<file path="config.mk">
export PLATFORM = sky130hd
export DESIGN_NAME = rob_feeder_flat
export DESIGN_NICKNAME = d
export VERILOG_FILES = /design/src/rtl/rob_feeder_pkg.sv /design/src/rtl/rob_feeder_if.sv /design/src/rtl/rob_feeder_win.sv /design/src/rtl/rob_feeder.sv /design/src/flat_wrapper.sv
export SDC_FILE = /design/constraint.sdc
export NUM_CORES = 1
export LEC_CHECK = 0
export BUFFER_PORTS_ARGS = -buffer_cell sky130_fd_sc_hd__clkbuf_2
export CORE_MARGIN = 2
export CORE_UTILIZATION = 47
export CTS_CLUSTER_DIAMETER = 60
export CTS_CLUSTER_SIZE = 12
export DETAILED_ROUTE_END_ITERATION = 16
export PLACE_DENSITY_LB_ADDON = 0.1
export SLEW_MARGIN = 25
export SYNTH_ARGS = -nofsm -noshare
export SYNTH_HDL_FRONTEND = slang
export SYNTH_SLANG_ARGS = --single-unit
</file>
<file path="constraint.sdc">
create_clock -name clk -period 2.5 [get_ports clk]
set_clock_uncertainty 0.05 [all_clocks]
set_input_delay 0.375 -clock clk [delete_from_list [all_inputs] [get_ports clk]]
set_output_delay 0.375 -clock clk [all_outputs]
set_load 0.005 [all_outputs]
</file>
<file path="src/rtl/rob_feeder_pkg.sv">
// Shared types and defaults for the ROB feeder and the reorder buffer it feeds.
package rob_feeder_pkg;

    typedef enum logic [1:0] {
        ST_IDLE     = 2'd0,
        ST_ISSUE    = 2'd1,
        ST_WAIT_WIN = 2'd2,
        ST_ACK      = 2'd3
    } state_t;

    localparam int DEF_PID_LEN  = 8;
    localparam int DEF_WORD_LEN = 8;
    localparam int DEF_ROB_SIZE = 8;

endpackage

</file>
<file path="src/rtl/rob_feeder_if.sv">
// Link-side packet handshake, ROB insert port and status bundle of the feeder.
interface rob_feeder_if #(
    parameter int p_WORD_LEN = 8,
    parameter int p_PID_LEN  = 8,
    parameter int p_CNT_LEN  = 16
);
    logic [p_PID_LEN-1:0]  pkt_pid;
    logic [p_WORD_LEN-1:0] pkt_data;
    logic                  pkt_valid;
    logic                  pkt_ready;
    logic [p_PID_LEN-1:0]  rob_pid;
    logic [p_WORD_LEN-1:0] rob_data;
    logic                  rob_en;
    logic                  rob_ack;
    logic [p_PID_LEN-1:0]  rob_min_pid;
    logic [p_CNT_LEN-1:0]  acc_cnt;
    logic [p_CNT_LEN-1:0]  drop_cnt;
    logic                  busy;

    // Environment side: link source plus the ROB.
    modport master (
        output pkt_pid, pkt_data, pkt_valid, rob_ack, rob_min_pid,
        input  pkt_ready, rob_pid, rob_data, rob_en, acc_cnt, drop_cnt, busy
    );

    // Feeder side.
    modport slave (
        input  pkt_pid, pkt_data, pkt_valid, rob_ack, rob_min_pid,
        output pkt_ready, rob_pid, rob_data, rob_en, acc_cnt, drop_cnt, busy
    );
endinterface

</file>
<file path="src/rtl/rob_feeder_win.sv">
// Combinational stale / in-window classification of a held PID against the ROB head.
module rob_feeder_win
    import rob_feeder_pkg::*;
#(
    parameter int p_PID_LEN  = DEF_PID_LEN,
    parameter int p_ROB_SIZE = DEF_ROB_SIZE
) (
    input  logic [p_PID_LEN-1:0] held_pid,
    input  logic [p_PID_LEN-1:0] min_pid,
    output logic                 stale,
    output logic                 in_win
);

    logic [p_PID_LEN-1:0] diff_s;

    // Stale uses a plain unsigned compare to match the ROB; distance is modular.
    always_comb begin
        diff_s = held_pid - min_pid;
        stale  = (held_pid < min_pid);
        in_win = !stale && (32'(diff_s) < 32'(p_ROB_SIZE));
    end

endmodule

</file>
<file path="src/rtl/rob_feeder.sv">
// Holds one link packet, inserts it into the ROB when it fits the window,
// retries NAKed inserts and drops stale or expired packets.
module rob_feeder
    import rob_feeder_pkg::*;
#(
    parameter int p_WORD_LEN   = DEF_WORD_LEN,
    parameter int p_PID_LEN    = DEF_PID_LEN,
    parameter int p_ROB_SIZE   = DEF_ROB_SIZE,
    parameter int p_MAX_RETRY  = 3,
    parameter int p_WAIT_LIMIT = 64,
    parameter int p_CNT_LEN    = 16
) (
    input  logic        clk,
    input  logic        rst,
    rob_feeder_if.slave bus
);

    localparam int RETRY_W = ($clog2(p_MAX_RETRY + 1) < 1) ? 1 : $clog2(p_MAX_RETRY + 1);
    localparam int WAIT_W  = ($clog2(p_WAIT_LIMIT) < 1) ? 1 : $clog2(p_WAIT_LIMIT);

    state_t                state_r, state_s;
    logic [p_PID_LEN-1:0]  pid_r;
    logic [p_WORD_LEN-1:0] data_r;
    logic [RETRY_W-1:0]    retry_r;
    logic [WAIT_W-1:0]     wait_r;
    logic [p_CNT_LEN-1:0]  acc_r, drop_r;
    logic                  stale_s, in_win_s;
    logic                  capture_s, inc_acc_s, inc_drop_s, inc_retry_s, inc_wait_s;

    rob_feeder_win #(
        .p_PID_LEN  (p_PID_LEN),
        .p_ROB_SIZE (p_ROB_SIZE)
    ) u_win (
        .held_pid (pid_r),
        .min_pid  (bus.rob_min_pid),
        .stale    (stale_s),
        .in_win   (in_win_s)
    );

    // Next-state and per-cycle counter strobes; at most one counter strobe fires.
    always_comb begin
        state_s     = state_r;
        capture_s   = 1'b0;
        inc_acc_s   = 1'b0;
        inc_drop_s  = 1'b0;
        inc_retry_s = 1'b0;
        inc_wait_s  = 1'b0;
        case (state_r)
            ST_IDLE: begin
                if (bus.pkt_valid) begin
                    capture_s = 1'b1;
                    state_s   = ST_ISSUE;
                end else begin
                    state_s = ST_IDLE;
                end
            end
            ST_ISSUE: begin
                if (stale_s) begin
                    inc_drop_s = 1'b1;
                    state_s    = ST_IDLE;
                end else if (in_win_s) begin
                    state_s = ST_ACK;
                end else begin
                    state_s = ST_WAIT_WIN;
                end
            end
            ST_WAIT_WIN: begin
                if (stale_s) begin
                    inc_drop_s = 1'b1;
                    state_s    = ST_IDLE;
                end else if (in_win_s) begin
                    state_s = ST_ISSUE;
                end else if (wait_r == WAIT_W'(p_WAIT_LIMIT - 1)) begin
                    inc_drop_s = 1'b1;
                    state_s    = ST_IDLE;
                end else begin
                    inc_wait_s = 1'b1;
                    state_s    = ST_WAIT_WIN;
                end
            end
            ST_ACK: begin
                if (bus.rob_ack) begin
                    inc_acc_s = 1'b1;
                    state_s   = ST_IDLE;
                end else if (retry_r == RETRY_W'(p_MAX_RETRY)) begin
                    inc_drop_s = 1'b1;
                    state_s    = ST_IDLE;
                end else begin
                    inc_retry_s = 1'b1;
                    state_s     = ST_ISSUE;
                end
            end
            default: begin
                state_s = ST_IDLE;
            end
        endcase
    end

    // State register.
    always_ff @(posedge clk or posedge rst) begin
        if (rst) begin
            state_r <= ST_IDLE;
        end else begin
            state_r <= state_s;
        end
    end

    // Holding registers plus retry and window-wait counters.
    always_ff @(posedge clk or posedge rst) begin
        if (rst) begin
            pid_r   <= '0;
            data_r  <= '0;
            retry_r <= '0;
            wait_r  <= '0;
        end else if (capture_s) begin
            pid_r   <= bus.pkt_pid;
            data_r  <= bus.pkt_data;
            retry_r <= '0;
            wait_r  <= '0;
        end else begin
            if (inc_retry_s) retry_r <= retry_r + RETRY_W'(1);
            if (inc_wait_s)  wait_r  <= wait_r + WAIT_W'(1);
        end
    end

    // Wrapping status counters.
    always_ff @(posedge clk or posedge rst) begin
        if (rst) begin
            acc_r  <= '0;
            drop_r <= '0;
        end else begin
            if (inc_acc_s)  acc_r  <= acc_r + p_CNT_LEN'(1);
            if (inc_drop_s) drop_r <= drop_r + p_CNT_LEN'(1);
        end
    end

    // The insert strobe is gated by the window so a stale ISSUE never reaches the ROB.
    assign bus.rob_en    = (state_r == ST_ISSUE) && in_win_s;
    assign bus.pkt_ready = (state_r == ST_IDLE);
    assign bus.busy      = (state_r != ST_IDLE);
    assign bus.rob_pid   = pid_r;
    assign bus.rob_data  = data_r;
    assign bus.acc_cnt   = acc_r;
    assign bus.drop_cnt  = drop_r;

endmodule

</file>
<file path="src/flat_wrapper.sv">
// flat-port wrapper written by rule: the top's interface ports become plain ports
module rob_feeder_flat import rob_feeder_pkg::*;
#(
    parameter int p_WORD_LEN   = DEF_WORD_LEN,
    parameter int p_PID_LEN    = DEF_PID_LEN,
    parameter int p_ROB_SIZE   = DEF_ROB_SIZE,
    parameter int p_MAX_RETRY  = 3,
    parameter int p_WAIT_LIMIT = 64,
    parameter int p_CNT_LEN    = 16
)
  (clk, rst, bus_pkt_pid, bus_pkt_data, bus_pkt_valid, bus_rob_ack, bus_rob_min_pid, bus_pkt_ready, bus_rob_pid, bus_rob_data, bus_rob_en, bus_acc_cnt, bus_drop_cnt, bus_busy);
  rob_feeder_if #(.p_WORD_LEN(p_WORD_LEN), .p_PID_LEN(p_PID_LEN), .p_CNT_LEN(p_CNT_LEN)) bus_i ();
  input  logic clk;
  input  logic rst;
  input wire logic [$bits(bus_i.pkt_pid)-1:0] bus_pkt_pid;
  input wire logic [$bits(bus_i.pkt_data)-1:0] bus_pkt_data;
  input wire logic [$bits(bus_i.pkt_valid)-1:0] bus_pkt_valid;
  input wire logic [$bits(bus_i.rob_ack)-1:0] bus_rob_ack;
  input wire logic [$bits(bus_i.rob_min_pid)-1:0] bus_rob_min_pid;
  output wire logic [$bits(bus_i.pkt_ready)-1:0] bus_pkt_ready;
  output wire logic [$bits(bus_i.rob_pid)-1:0] bus_rob_pid;
  output wire logic [$bits(bus_i.rob_data)-1:0] bus_rob_data;
  output wire logic [$bits(bus_i.rob_en)-1:0] bus_rob_en;
  output wire logic [$bits(bus_i.acc_cnt)-1:0] bus_acc_cnt;
  output wire logic [$bits(bus_i.drop_cnt)-1:0] bus_drop_cnt;
  output wire logic [$bits(bus_i.busy)-1:0] bus_busy;
  assign bus_i.pkt_pid = bus_pkt_pid;
  assign bus_i.pkt_data = bus_pkt_data;
  assign bus_i.pkt_valid = bus_pkt_valid;
  assign bus_i.rob_ack = bus_rob_ack;
  assign bus_i.rob_min_pid = bus_rob_min_pid;
  assign bus_pkt_ready = bus_i.pkt_ready;
  assign bus_rob_pid = bus_i.rob_pid;
  assign bus_rob_data = bus_i.rob_data;
  assign bus_rob_en = bus_i.rob_en;
  assign bus_acc_cnt = bus_i.acc_cnt;
  assign bus_drop_cnt = bus_i.drop_cnt;
  assign bus_busy = bus_i.busy;
  rob_feeder #(.p_WORD_LEN(p_WORD_LEN), .p_PID_LEN(p_PID_LEN), .p_ROB_SIZE(p_ROB_SIZE), .p_MAX_RETRY(p_MAX_RETRY), .p_WAIT_LIMIT(p_WAIT_LIMIT), .p_CNT_LEN(p_CNT_LEN)) u_core (.clk(clk), .rst(rst), .bus(bus_i));
endmodule
</file>
==> results.sh <==
export IMPL_dp_hpwl_um=4490
export IMPL_initial_core_util=0.493
export IMPL_io_pins=79
export IMPL_period_share=1.05
export IMPL_status="finished, violations left"
export IMPL_antenna_found_initial=0
export IMPL_max_stage_delay_ps=420
export IMPL_die_area_um2=6940
export IMPL_timing_rr_start="u_core.bus.rob_pid[5]"
export IMPL_crit_arrival_ps=2200
export IMPL_area_growth_synth_to_final_pct=45.9
export IMPL_slowest_stage="dfrtp_1"
export IMPL_clock_path_buffers=2
export IMPL_grt_pass1_vias=2569
export IMPL_grt_first_pass_wirelength_um=11700
export IMPL_yosys_area_top_type_share=0.491
export IMPL_synth_edf_count=0
export IMPL_synth_nets=340
export IMPL_core_um2=5990
export IMPL_cp_max_fo=3
export IMPL_hold_path_class="input port to async pin"
export IMPL_synth_flop_cell="dfrtp_1"
export IMPL_gp_congestion=0.810
export IMPL_reg2reg_to="u_core.bus.drop_cnt[3]"
export IMPL_power_frac_clock=0.197
export IMPL_max_freq_mhz=381
export IMPL_yosysSeqAreaShare=0.491
export IMPL_irDropWorstVdd_uv=760
export IMPL_synth_seq_cells=58
export IMPL_setup_viol=14
export IMPL_path_delay_family="compound AO/OA/AOI/OAI gates"
export IMPL_post_drt_wl_per_cell_um=14.0
export IMPL_postRouteAntennaNets=0
export IMPL_drive_gt1_frac=0.429
export IMPL_maxCapViolCount=0
export IMPL_power_share_sequential=0.307
export IMPL_yosysWarnings=0
export IMPL_p_sw_frac=0.379
export IMPL_gr_total_overflow=0
export IMPL_layout_commonest_cell="clkbuf_2"
export IMPL_syn_cell_area_um2=2960
export IMPL_n_fill_cell=455
export IMPL_viasPerCell=5.14
export IMPL_nets=461
export IMPL_drc=0
export IMPL_tritoncts="yes"
export IMPL_setup_slack_ps=-123
export IMPL_grt_usage=0.207
export IMPL_hold_viol=0
export IMPL_switchingPower_mw=1.72
export IMPL_synth_cell_types=45
export IMPL_dieHeight_um=83.3
export IMPL_internal_power_mw=2.81
export IMPL_drt_wl_total_um=7020
export IMPL_p_per_area_nw_per_um2=1050
export IMPL_grt_max_degree=59
export IMPL_r2r_cells=13
export IMPL_cts_max_level=3
export IMPL_multi_input_area_um2=1760
export IMPL_cts_root_buffer="clkbuf_8"
export IMPL_whs_ps=26.5
export IMPL_drt_pre_antenna_iters=4
export IMPL_layout_common_cells="clkbuf_2, nand2_1, dfrtp_1, buf_4, xor2_1"
export IMPL_clk_latency_ps=340
export IMPL_crit_type="register to primary output"
export IMPL_finalSetupTns_ps=-709
export IMPL_path_clk_slew_ps=70
export IMPL_worstSetupEndpointType="primary output"
export IMPL_max_slew_margin=0.484
export IMPL_cts_made_buffers=9
export IMPL_via_count=2580
export IMPL_rsz0062_at_grt="yes"
export IMPL_path_buf_inv=1
export IMPL_worst_pin_slew_ps=772
export IMPL_cts_num_sinks=58
export IMPL_netlist_instances=301
export IMPL_startpoint_type="register"
export IMPL_synth_area_leaders="dfrtp_1, nand2_1, xor2_1, ha_1, xnor2_1"
export IMPL_synth_area_leader_cell="dfrtp_1"
export IMPL_violations="setup timing"
export IMPL_cp_cell_sequence="ha_4, a21o_1, a221oi_2, o21a_4, mux2_4, nand2_2, nor2_1, clkbuf_2"
export IMPL_r2r_setup_slack_ps=-80
export IMPL_synth_async_reset_ratio=1.00
export IMPL_rows=28
export IMPL_diodes=0
export IMPL_period_needed_ps=2620
export IMPL_dr_first_iter_drc_count=77
export IMPL_syn_avg_cell_area_um2=9.82
export IMPL_leakagePower_nw=2.19
export IMPL_seq_area_um2=1450
export IMPL_io_buffers=78
export IMPL_worst_ep_required_time_ps=2080
export IMPL_die_width_um=83.3
export IMPL_maxSlewViolCount=0
export IMPL_comb_power_share=0.496
-- worst max path at each step --
stage / from / end / slack, ps / cells after the start
2_1_floorplan: bus_rob_min_pid[5] / u_core.wait_r[2] / 9 / 10
3_3_place_gp: bus_rob_min_pid[5] / u_core.bus.drop_cnt[15] / -250 / 11
3_5_place_dp: bus_rob_min_pid[5] / u_core.bus.drop_cnt[15] / -220 / 11
4_1_cts: u_core.bus.rob_pid[5] / bus_rob_en / -120 / 8
5_1_grt: u_core.bus.rob_pid[5] / bus_rob_en / -200 / 8
6_report: u_core.bus.rob_pid[5] / bus_rob_en / -120 / 8
-- sequential cells by signal, summed over array words and instances, names as in the netlist --
register	cells
u_core.retry_r	2
u_core.bus.rob_data	8
u_core.bus.rob_pid	8
u_core.wait_r	6
u_core.state_r	2
u_core.bus.drop_cnt	16
u_core.bus.acc_cnt	16
-- routing by layer --
layer / share of wire / global-route usage / up-vias
li1: - / - / 1268
met3: 0.042 / 0.0378 / 8
met5: 0 / 0 / -
met2: 0.48 / 0.328 / 63
met4: 0.013 / 0.0939 / 0
met1: 0.46 / 0.276 / 1241
-- stage by stage --
step                       util  setup WS, ps  total power, mW  instances  area [um^2]
after floorplan               -          8.78             2.37        301         3000
after global placement    0.605          -251             2.97        469         3620
after global routing      0.720          -200             4.83        502         4310
after detailed placement  0.605          -223             3.01        469         3620
final                     0.720          -123             4.52        502         4310
after CTS                 0.681          -118             4.24        497         4080
-- cell type report --
type / instances / share of cell area
Timing Repair Buffer: 117 / 0.175
Clock inverter: 4 / 0.0116
Inverter: 13 / 0.0113
Tap cell: 75 / 0.0218
Sequential cell: 58 / 0.337
Multi-Input combinational cell: 223 / 0.408
Clock buffer: 12 / 0.0360
-- power groups by stage --
| stage | clock network (mW) | registers, mW | logic (mW) |
|---|---|---|---|
| 6_report | 0.890 | 1.39 | 2.24 |
| 2_1_floorplan | 0 | 1.39 | 0.981 |
| 3_3_place_gp | 0 | 1.40 | 1.58 |
| 4_1_cts | 0.915 | 1.38 | 1.95 |
| 3_5_place_dp | 0 | 1.40 | 1.61 |
| 5_1_grt | 0.960 | 1.42 | 2.45 |
-- cell usage after synthesis (all sizes together), types with 2 or more instances --
library cell / n
nand2: 66
dfrtp: 58
xor2: 19
nor3: 15
nor2: 14
inv: 13
nand3: 13
xnor2: 13
ha: 11
nand4: 6
a21o: 5
a21oi: 5
mux2i: 5
nand2b: 5
and3: 4
clkbuf: 4
o211ai: 4
o21ai: 4
or3: 4
a211oi: 3
buf: 3
mux2: 3
o21a: 3
o31ai: 3
and2: 2
nor3b: 2
nor4: 2
nor4b: 2
or2: 2
-- timing repair --
action	in CTS	in global routing
endpoints found under the setup margin	19	23
hold buffers	0	0
resized for setup	35	32
pin swaps	22	26
setup buffers	11	5
cloned	1	0
-- worst register-to-register path, cell delays in order (launching register included) --
cell and delay (ps):
dfrtp_1 420, ha_4 300, and3_4 180, buf_6 100, nand2_4 40, o21a_4 220, buf_6 120, mux2i_4 180
nor4_4 280, buf_6 170, buf_6 120, buf_12 110, nor3b_2 40, xor2_1 130
-- cell families (layout without fill, tap and decap cells) --
group / Yosys count / after routing / share of synthesized area
multiplexers: 8 / 8 / 0.0284
AO/OA/AOI/OAI: 33 / 33 / 0.0817
AND/OR/NAND/NOR: 139 / 139 / 0.227
buffers and inverters: 20 / 146 / 0.0305
flip-flops: 58 / 58 / 0.491
XOR/XNOR: 32 / 32 / 0.0948
adder cells (fa/ha/maj): 11 / 11 / 0.0466
No activity file was read; power rests on OpenSTA's default activity.
